File: config.mk
export PLATFORM = sky130hd
export DESIGN_NAME = sha256_nonce_scheduler
export DESIGN_NICKNAME = d
export VERILOG_FILES = /design/src/rtl/sha256_pkg.sv /design/src/rtl/sha256_nonce_scheduler.sv
export SDC_FILE = /design/constraint.sdc
export NUM_CORES = 1
export LEC_CHECK = 0
export ABC_AREA = 1
export BUFFER_PORTS_ARGS = -buffer_cell sky130_fd_sc_hd__buf_2
export CAP_MARGIN = 20
export CORE_AREA = 10 10 670 672
export DETAILED_ROUTE_END_ITERATION = 7
export DIE_AREA = 0 0 680 682
export GPL_TIMING_DRIVEN = 0
export SYNTH_ARGS = -nofsm -noshare
export SYNTH_HDL_FRONTEND = slang
export SYNTH_SLANG_ARGS = --single-unit
File: constraint.sdc
create_clock -name clk -period 1.95 [get_ports clk]
set_clock_uncertainty 0.1 [all_clocks]
set_input_delay 0.195 -clock clk [delete_from_list [all_inputs] [get_ports clk]]
set_output_delay 0.195 -clock clk [all_outputs]
set_load 0.02 [all_outputs]
File: src/rtl/sha256_pkg.sv
// Shared constants, block builders and scheduler state type for the SHA-256 nonce scheduler.
package sha256_pkg;

    localparam logic [7:0][31:0] H_INIT = {
        32'h5be0cd19, 32'h1f83d9ab, 32'h9b05688c, 32'h510e527f,
        32'ha54ff53a, 32'h3c6ef372, 32'hbb67ae85, 32'h6a09e667
    };

    localparam logic [31:0] PAD_ONE  = 32'h80000000;
    localparam logic [31:0] LEN_BLK2 = 32'd640;
    localparam logic [31:0] LEN_BLK3 = 32'd256;

    typedef enum logic [3:0] {
        StIdle,
        StB1Go,
        StB1Wait,
        StB2Go,
        StB2Wait,
        StB3Go,
        StB3Wait,
        StEmit,
        StFin
    } sched_state_t;

    // Second header block: last three header words, nonce, padding, 640-bit length.
    function automatic logic [15:0][31:0] blk2_msg(input logic [2:0][31:0] tail,
                                                   input logic [31:0]      nonce);
        logic [15:0][31:0] m;
        m     = '0;
        m[0]  = tail[0];
        m[1]  = tail[1];
        m[2]  = tail[2];
        m[3]  = nonce;
        m[4]  = PAD_ONE;
        m[15] = LEN_BLK2;
        return m;
    endfunction

    // Outer hash block: the 256-bit inner digest, padding, 256-bit length.
    function automatic logic [15:0][31:0] blk3_msg(input logic [7:0][31:0] dig);
        logic [15:0][31:0] m;
        m      = '0;
        m[7:0] = dig;
        m[8]   = PAD_ONE;
        m[15]  = LEN_BLK3;
        return m;
    endfunction

endpackage

File: src/rtl/sha256_nonce_scheduler.sv
// Drives one shared SHA-256 core through the Bitcoin double hash for a range of nonces,
// reusing the block-1 midstate and streaming {nonce, H0} results with a valid/ready handshake.
module sha256_nonce_scheduler
    import sha256_pkg::*;
#(
    parameter int unsigned NUM_NONCES = 16
) (
    input  logic              clk,
    input  logic              reset_n,
    input  logic              start,
    input  logic              abort,
    input  logic [18:0][31:0] header,
    input  logic [31:0]       nonce_base,
    output logic              core_start,
    output logic [15:0][31:0] core_message,
    output logic [7:0][31:0]  core_hash,
    input  logic              core_done,
    input  logic [7:0][31:0]  core_sha,
    output logic              res_valid,
    input  logic              res_ready,
    output logic [31:0]       res_nonce,
    output logic [31:0]       res_h0,
    output logic              busy,
    output logic              done
);

    localparam int unsigned CNT_W = $clog2(NUM_NONCES + 1);

    sched_state_t     state;
    logic [31:0]      nonce;
    logic [CNT_W-1:0] count;
    logic [CNT_W-1:0] count_inc;
    logic [7:0][31:0] midstate;
    logic [7:0][31:0] digest;
    logic             abort_seen;

    assign count_inc = count + CNT_W'(1);

    always_ff @(posedge clk or negedge reset_n) begin
        if (!reset_n) begin
            state      <= StIdle;
            core_start <= 1'b0;
            res_valid  <= 1'b0;
            busy       <= 1'b0;
            done       <= 1'b0;
            res_nonce  <= '0;
            res_h0     <= '0;
            nonce      <= '0;
            count      <= '0;
            midstate   <= '0;
            digest     <= '0;
            abort_seen <= 1'b0;
        end else begin
            core_start <= 1'b0;
            done       <= 1'b0;
            unique case (state)
                StIdle: begin
                    if (start) begin
                        nonce      <= nonce_base;
                        count      <= '0;
                        abort_seen <= 1'b0;
                        busy       <= 1'b1;
                        state      <= StB1Go;
                    end
                end
                StB1Go, StB2Go, StB3Go: begin
                    if (abort) begin
                        done  <= 1'b1;
                        state <= StFin;
                    end else begin
                        core_start <= 1'b1;
                        state      <= (state == StB1Go) ? StB1Wait :
                                      (state == StB2Go) ? StB2Wait : StB3Wait;
                    end
                end
                StB1Wait, StB2Wait, StB3Wait: begin
                    // An abort seen while the core runs is remembered until the core finishes.
                    if (abort) begin
                        abort_seen <= 1'b1;
                    end
                    if (core_done) begin
                        if (abort || abort_seen) begin
                            done  <= 1'b1;
                            state <= StFin;
                        end else if (state == StB1Wait) begin
                            midstate <= core_sha;
                            state    <= StB2Go;
                        end else if (state == StB2Wait) begin
                            digest <= core_sha;
                            state  <= StB3Go;
                        end else begin
                            res_h0    <= core_sha[0];
                            res_nonce <= nonce;
                            res_valid <= 1'b1;
                            state     <= StEmit;
                        end
                    end
                end
                StEmit: begin
                    if (res_ready) begin
                        res_valid <= 1'b0;
                        nonce     <= nonce + 32'd1;
                        count     <= count_inc;
                        if ((count_inc < CNT_W'(NUM_NONCES)) && !abort) begin
                            state <= StB2Go;
                        end else begin
                            done  <= 1'b1;
                            state <= StFin;
                        end
                    end
                end
                StFin: begin
                    busy  <= 1'b0;
                    state <= StIdle;
                end
                default: begin
                    state <= StIdle;
                end
            endcase
        end
    end

    // Block selection follows the state, so message and hash stay fixed for the whole wait.
    always_comb begin
        core_message = '0;
        core_hash    = '0;
        unique case (state)
            StB1Go, StB1Wait: begin
                core_message = header[15:0];
                core_hash    = H_INIT;
            end
            StB2Go, StB2Wait: begin
                core_message = blk2_msg(header[18:16], nonce);
                core_hash    = midstate;
            end
            StB3Go, StB3Wait: begin
                core_message = blk3_msg(digest);
                core_hash    = H_INIT;
            end
            default: begin
                core_message = '0;
                core_hash    = '0;
            end
        endcase
    end

endmodule

# Word-level counts from Yosys, hierarchy flattened

Index checks and enable logic that the tools add are counted.
W data, S select, Z words.

Output and inout bits: 836
Bits of input ports: 902
Register bits: 622
Word-level logic and storage cells: 107

$add $sub $neg: 2
Order comparisons: 1
Reductions and logical operators: 22
Mux-type cells: 38
Bitwise gates (word level): 3
Equal/unequal tests: 15

Operators by type and width:

| operator                | count |
|---|---|
| $pmux W512 S3           | 1 |
| $pmux W256 S2           | 1 |
| $mux W32                | 2 |
| $pmux W32 S2            | 1 |
| $add A32 B1 Y32 const B | 1 |
| $mux W4                 | 6 |
| $eq A4 B3 Y1 const B    | 4 |
| $pmux W4 S4             | 1 |
| $mux W1                 | 15 |
| $ne A2 B2 Y1 const B    | 7 |
| $mux W5                 | 2 |
| $pmux W5 S2             | 1 |
| $reduce_and A5 Y1       | 2 |
| $reduce_and A3 Y1       | 3 |
| $eq A4 B2 Y1 const B    | 2 |
| $reduce_bool A2 Y1      | 4 |
| $mux W3                 | 2 |
| $pmux W1 S2             | 3 |
| $reduce_and A6 Y1       | 1 |
| $reduce_or A2 Y1        | 3 |
| $reduce_or A3 Y1        | 2 |
| $add A5 B1 Y5 const B   | 1 |
| $lt A5 B5 Y1 const B    | 1 |
| $eq A4 B1 Y1 const B    | 1 |
| 11 further kinds        | 14 |

# Depth between registers and ports, before layout

Gate-level depths: netlist (run 1).

Word-level depth: 6
Gate-level depth with buffers: 11
Depth with buffers taken out: 10

# Worst setup path after synthesis (run 1)

Ideal clock, no wire load.

Path type: register to output
Start point: reg state[2]
End point: out core_message[100] (netlist name)
Slack: 0.002 ns
Required time: 1.655 ns
Buffers on the path: 3
Cell stages (with the launch flop): 10
Arrival time: 1.653 ns
Cells stage by stage: dfrtp_1 -> nor2_2 -> nand3_1 -> and2_1 -> buf_4 -> inv_4 -> buf_4 -> buf_2 -> nand2_1 -> o211ai_1

RTL lines:

| what                   | RTL line                     | text |
|---|---|---|
| start, declared        | sha256_nonce_scheduler.sv:29 | `sched_state_t state;` |
| start signal, assigned | sha256_nonce_scheduler.sv:41 | `state <= StIdle;` |
| start signal, assigned | sha256_nonce_scheduler.sv:63 | `state <= StB1Go;` |
| start signal, assigned | sha256_nonce_scheduler.sv:69 | `state <= StFin;` |
| end, declared          | sha256_nonce_scheduler.sv:15 | `output logic [15:0][31:0] core_message,` |

==> results of run 1 <==
[registers in the layout (all words and copies together), names as in the netlist, 4 cells and up]
register	flops
count	5
digest	256
midstate	256
nonce	32
res_h0	32
res_nonce	32
state	4
[kinds of logic after synthesis]
group,count (synthesis),share of synthesized area
AND/OR/NAND/NOR,2023,0.245
buffers and inverters,979,0.123
AO/OA/AOI/OAI,784,0.141
flip-flops,622,0.488
XOR/XNOR,7,0.00192
adder cells (fa/ha/maj),2,0.000784
[power by group]
part | internal (mW) | switching (mW) | total (mW)
combinational | 27.8 | 46.2 | 74.0
sequential | 18.2 | 4.46 | 22.7
clock | 9.81 | 7.26 | 17.1
[synth_stat cells]
| master | instances |
|---|---|
| nor2_2 | 3 |
| nand2_1 | 1396 |
| clkbuf_1 | 100 |
| buf_1 | 14 |
| inv_1 | 692 |
| nand4_1 | 1 |
| xor2_1 | 7 |
| o22ai_1 | 6 |
| nand3_1 | 144 |
| and3_1 | 1 |
| buf_6 | 1 |
| inv_2 | 6 |
| or2_2 | 1 |
| ha_1 | 2 |
| nor3_1 | 4 |
| o21ai_1 | 78 |
| buf_2 | 151 |
| nor2_1 | 467 |
| inv_4 | 1 |
| buf_4 | 14 |
| a22oi_1 | 2 |
| a21oi_1 | 8 |
| and2_1 | 3 |
| nor2_4 | 1 |
| o211ai_1 | 36 |
| a211oi_1 | 1 |
| a22o_1 | 128 |
| nand2_2 | 2 |
| dfrtp_1 | 622 |
| a31oi_1 | 1 |
| o21ai_0 | 524 |
[worst max-delay path by stage]
stage	startpoint	end	slack, ns	cells after the start
final	state[3]	core_message[121]	-1.43	10
after global routing	state[3]	core_message[121]	-1.50	10
after CTS	state[2]	core_message[121]	-1.47	10
after detailed placement	state[2]	core_message[91]	-2.37	11
after global placement	reset_n	digest[36]	-14.99	1
after floorplan	state[2]	core_message[100]	0.002	9
[stage by stage]
stage | instance area, um2 | cells | worst slack [ns] | hold slack [ns] | setup TNS, ns
3_5_place_dp | 48300 | 11935 | -2.37 | 0.140 | -1382.60
4_1_cts | 59500 | 12464 | -1.47 | -0.806 | -1322.36
2_1_floorplan | 31900 | 4417 | 0.00229 | -0.201 | 0
5_1_grt | 64100 | 12898 | -1.50 | -0.741 | -1405.89
6_report | 64400 | 12995 | -1.43 | -0.768 | -1237.17
3_3_place_gp | 47800 | 11911 | -14.99 | 0.327 | -
[routing by layer]
metal  vias up  part of all wire  global-route usage
met5         -            0.0028                   0
met2      3172              0.49               0.351
met4       206             0.074               0.122
met1     21988              0.32               0.191
met3      1118              0.11              0.0908
li1      18711                 -                   -
[cell type report]
class,count,share of cell area
repair buffers,2200,0.261
well taps,5757,0.112
multi-input cells,2816,0.237
clock buffers,113,0.0375
flip-flops and latches,622,0.242
diodes,475,0.0185
plain buffers,277,0.0433
clock inverters,36,0.00717
inverters,699,0.0415
[placed cells by master, fill, tap and decap left out, types with 87 or more instances in the layout]
| cell | netlist | final |
|---|---|---|
| inv_1 | 692 | 689 |
| nand3_1 | 144 | 92 |
| buf_4 | 14 | 131 |
| diode_2 | 0 | 475 |
| o21ai_0 | 524 | 524 |
| dlygate4sd3_1 | 0 | 290 |
| dfrtp_1 | 622 | 620 |
| nand2_4 | 0 | 113 |
| nor2_4 | 1 | 87 |
| nor2_1 | 467 | 370 |
| buf_2 | 151 | 1424 |
| nand2_1 | 1396 | 1201 |
| buf_12 | 0 | 110 |
| clkbuf_16 | 0 | 102 |
| buf_6 | 1 | 301 |
| a22o_1 | 128 | 90 |
[timing repair]
action,4_1_cts,5_1_grt
endpoints found under the hold margin,825,184
pin swaps,43,81
endpoints found under the setup margin,1379,1384
gates resized for setup,1172,869
buffers inserted,72,54
cloned,18,13
[critical path: cells and delay by family, from the launching register on]
kind            cells  cell delay [ns]
flops               1             0.45
compound gates      1             0.57
simple gates        3             0.38
buf+inv             6             0.90
==> reports/metrics.csv, run 1 <==
metric,value,unit
final_nets,7606,
route.detailed.drc,0,
seqCellArea,15600,um2
cts.htree.levels,3,
p_per_area,1770,nW/um2
ant_nets,0,
worst_pin_slew,1.19,ns
clock_latency,0.80,ns
fillCellCount,50115,
worstPathArrival,3.09,ns
vias,45195,
clkTransAtPathRegs,0.07,ns
grt_pass1_vias,42407,
cap_violations,0,
drt_iter0_drc,4335,
cts_root_buffer,clkbuf_16,
cts_tree,yes,
cp_slowest_cell,o211ai_1,
total_leakage_power,31.5,nW
cts_made_buffers,86,
fin_util,0.148,
grt_pass1_wl,578000,um
clockBufferDepth,4,
synthCells,4417,
synth.area.top_cells,"dfrtp_1, nand2_1, o21ai_0",
drtPass1Iterations,7,
syn_area,31900,um2
dieArea,464000,um2
startpoint_type,flip-flop,
crit_chain,"buf_4, nor2_4, nand2_4, nand2_8, inv_6, buf_12, clkbuf_16, buf_12, o211ai_1, buf_4",
ys_seq_elements,622,
ys_seq_area_frac,0.488,
postCtsHoldBufs,290,
holdCritPathClass,input port to async pin,
yosys_warnings,0,
rr_worst_depth,7,
routabilityCongestion,1.01,
antenna_found_initial,401,
min_period,3.38,ns
setup_ws,-1.43,ns
coreArea,436000,um2
worstPathMaxFanout,8,
yosys.area.top_type,dfrtp_1,
syn_to_final_growth,102,%
routed_via_density,3.48,
reg2reg_slack,-1.05,ns
synth_top_area_frac,0.488,
port_buffers,1737,
syn_area_per_cell,7.22,um2
yosysUniqueCellTypes,31,
drt_wl_total,492000,um
gr-total-overflow,0,
worst_hold_slack,-0.768,ns
status,finished with violations,
post-route-period-util,1.74,
start_util,0.0732,
io_pins,1738,
relSlewSlack,0.204,
r2r_end,midstate[123],
wl_per_cell,37.9,um
rsz0062_at_grt,yes,
cp.required,1.65,ns
die_w,680,um
dp_hpwl,429000,um
fmax,0.295,GHz
synth.net_count,5321,
violations,"negative hold slack, negative setup slack",
num_rows,243,
p_total,114,mW
max_stage_delay,0.57,ns
end_kind,output pin,
crit_type,flip-flop to output pin,
drive_gt1_frac,0.391,
finalSetupViolations,1380,
finalHoldViolations,252,
numClockSinks,622,
crit-reg2reg-launch,state[0],
track_usage,0.200,
multiInputGateArea,15300,um2
grt_max_degree,117,
die_y,682,um
max-vdd-ir-drop,1.06,mV
timing.final.max_slew_violations,0,
(Power assumes the default switching activity.)
==> run 2, diff against run 1 <==
Settings changed: REMOVE_ABC_BUFFERS set to 1.
==> run 2 against run 1 <==
  * Combinational power fell by 8.6%
  * Cell count down 1.5%
  * Routed wire length shrank 9.0%
  * The flow finishes with violations (negative setup slack)
  * Largest cell class unchanged
  * Die area did not move
  * Clock power is 8% higher
  * Critical path type unchanged
==> reports/metrics.csv, run 2 (synthesis gave the netlist of run 1 again) <==
metric,value,unit
status,finished with violations,
violations,negative setup slack,
clock_latency,0.87,ns
max-vdd-ir-drop,0.805,mV
worstPathArrival,3.14,ns
num_rows,243,
die_w,680,um
clkTransAtPathRegs,0.06,ns
gr-total-overflow,0,
clockBufferDepth,4,
startpoint_type,flip-flop,
fmax,0.291,GHz
drtPass1Iterations,6,
pwr-share-clk,0.170,
die_y,682,um
grt_pass1_wl,502000,um
holdCritPathClass,input port to flip-flop,
dp_hpwl,337000,um
drt_iter0_drc,4724,
relSlewSlack,0.404,
cts_made_buffers,90,
top_regs,"digest (256), midstate (256)",
timing.final.max_slew_violations,0,
cts_root_buffer,clkbuf_16,
start_util,0.0732,
cts.htree.levels,3,
p_int,51.6,mW
finalHoldViolations,0,
ant_nets,0,
min_period,3.44,ns
dieArea,464000,um2
crit-reg2reg-launch,state[3],
pwr-share-comb,0.627,
drive_gt1_frac,0.381,
track_usage,0.172,
setup_ws,-1.49,ns
end_kind,output pin,
routabilityCongestion,0.971,
r2r_end,nonce[21],
p_total,108,mW
rsz0062_at_grt,yes,
worst_hold_slack,0.00514,ns
grt_max_degree,112,
grt_pass1_vias,38978,
p_per_area,1710,nW/um2
route.detailed.drc,0,
final_area,63100,um2
total_leakage_power,31.5,nW
post-route-period-util,1.76,
crit_type,flip-flop to output pin,
startpoint,state[3],
rr_worst_depth,11,
min-delay-start,core_sha[21],
dpl_cell_area,47700,um2
cts_tree,yes,
cp.required,1.65,ns
routed_via_density,3.47,
coreArea,436000,um2
worstPathMaxFanout,8,
reg2reg_slack,-0.99,ns
dpl_worst_slack,-2.20,ns
seq_power_share,0.203,
antenna_found_initial,470,
final_nets,7517,
final_common_cell,buf_2,
syn_to_final_growth,97.8,%
crit_path_end,core_hash[173],
io_pins,1738,
finalSetupViolations,1607,
power.switching,56.2,mW
fin_util,0.145,
wl_per_cell,35.0,um
cap_violations,0,
worst_pin_slew,0.893,ns
port_buffers,1737,
switching_share,0.521,
drt_wl_total,448000,um
layout_common_cells,"buf_2, nand2_1, inv_1",
vias,44474,
numClockSinks,622,
[run 2: metrics by stage]
step                cells  setup TNS (ns)
floorplan            4137        -8096.61
global placement    11631               -
detailed placement  11672        -1315.36
CTS                 12292        -1658.60
global route        12727        -1485.57
finish              12803        -1319.53
[run 2: worst min path at each step]
stage	endpoint	slack [ns]	cells past startpoint
final	res_h0[21]	0.005	3
after global routing	res_h0[21]	0.03	3
after CTS	res_h0[25]	0.0009	4
after detailed placement	digest[87]	-0.02	1
after global placement	core_start	0.35	2
after floorplan	abort_seen	-0.20	0
[run 2: what timing repair did]
item                                     CTS  global route
endpoints found under the setup margin  1392          1764
hold endpoints to repair                1029             0
hold buffers                             330             0
setup buffers                             71            72
resized for setup                        591           565
pin swaps                                 26            29
cloned                                    59            76
[run 2: worst max-delay path, stage by stage (launching register included)]
cell and delay, ns:
dfrtp_2 0.46, nor2_4 0.15, buf_6 0.12, nand3_4 0.07
and2_4 0.22, buf_16 0.16, inv_16 0.09, nor2_4 0.05
buf_12 0.13, buf_16 0.14, buf_16 0.15, clkbuf_16 0.23
nand2_4 0.09, buf_6 0.12
[run 2: final cells by class]
class                           count  area (um2)
Antenna cell                      365         913
Clock buffer                      114        2470
Clock inverter                     46         631
Fill cell                       49707      373000
Inverter                          699        2680
Multi-Input combinational cell   2824       14400
Sequential cell                   622       15600
Tap cell                         5757        7200
Timing Repair Buffer             2366       19100
Timing Repair inverter             10         146
[run 2: routing by layer]
layer  share of wire  global-route usage  wire (um)
met5          0.0029                   0       1290
met2            0.47               0.289     210000
met3            0.13              0.0825      57400
met4           0.077               0.103      34400
met1            0.32               0.173     145000
[run 2: power by group through the flow]
stage / registers (mW) / clock network, mW / logic (mW)
2_1_floorplan: 21.3 / 0 / 14.7
4_1_cts: 21.4 / 18.9 / 62.9
5_1_grt: 22.5 / 19.3 / 70.8
3_5_place_dp: 21.5 / 0 / 48.3
3_3_place_gp: 21.7 / 0 / 24.1
6_report: 21.9 / 18.4 / 67.6
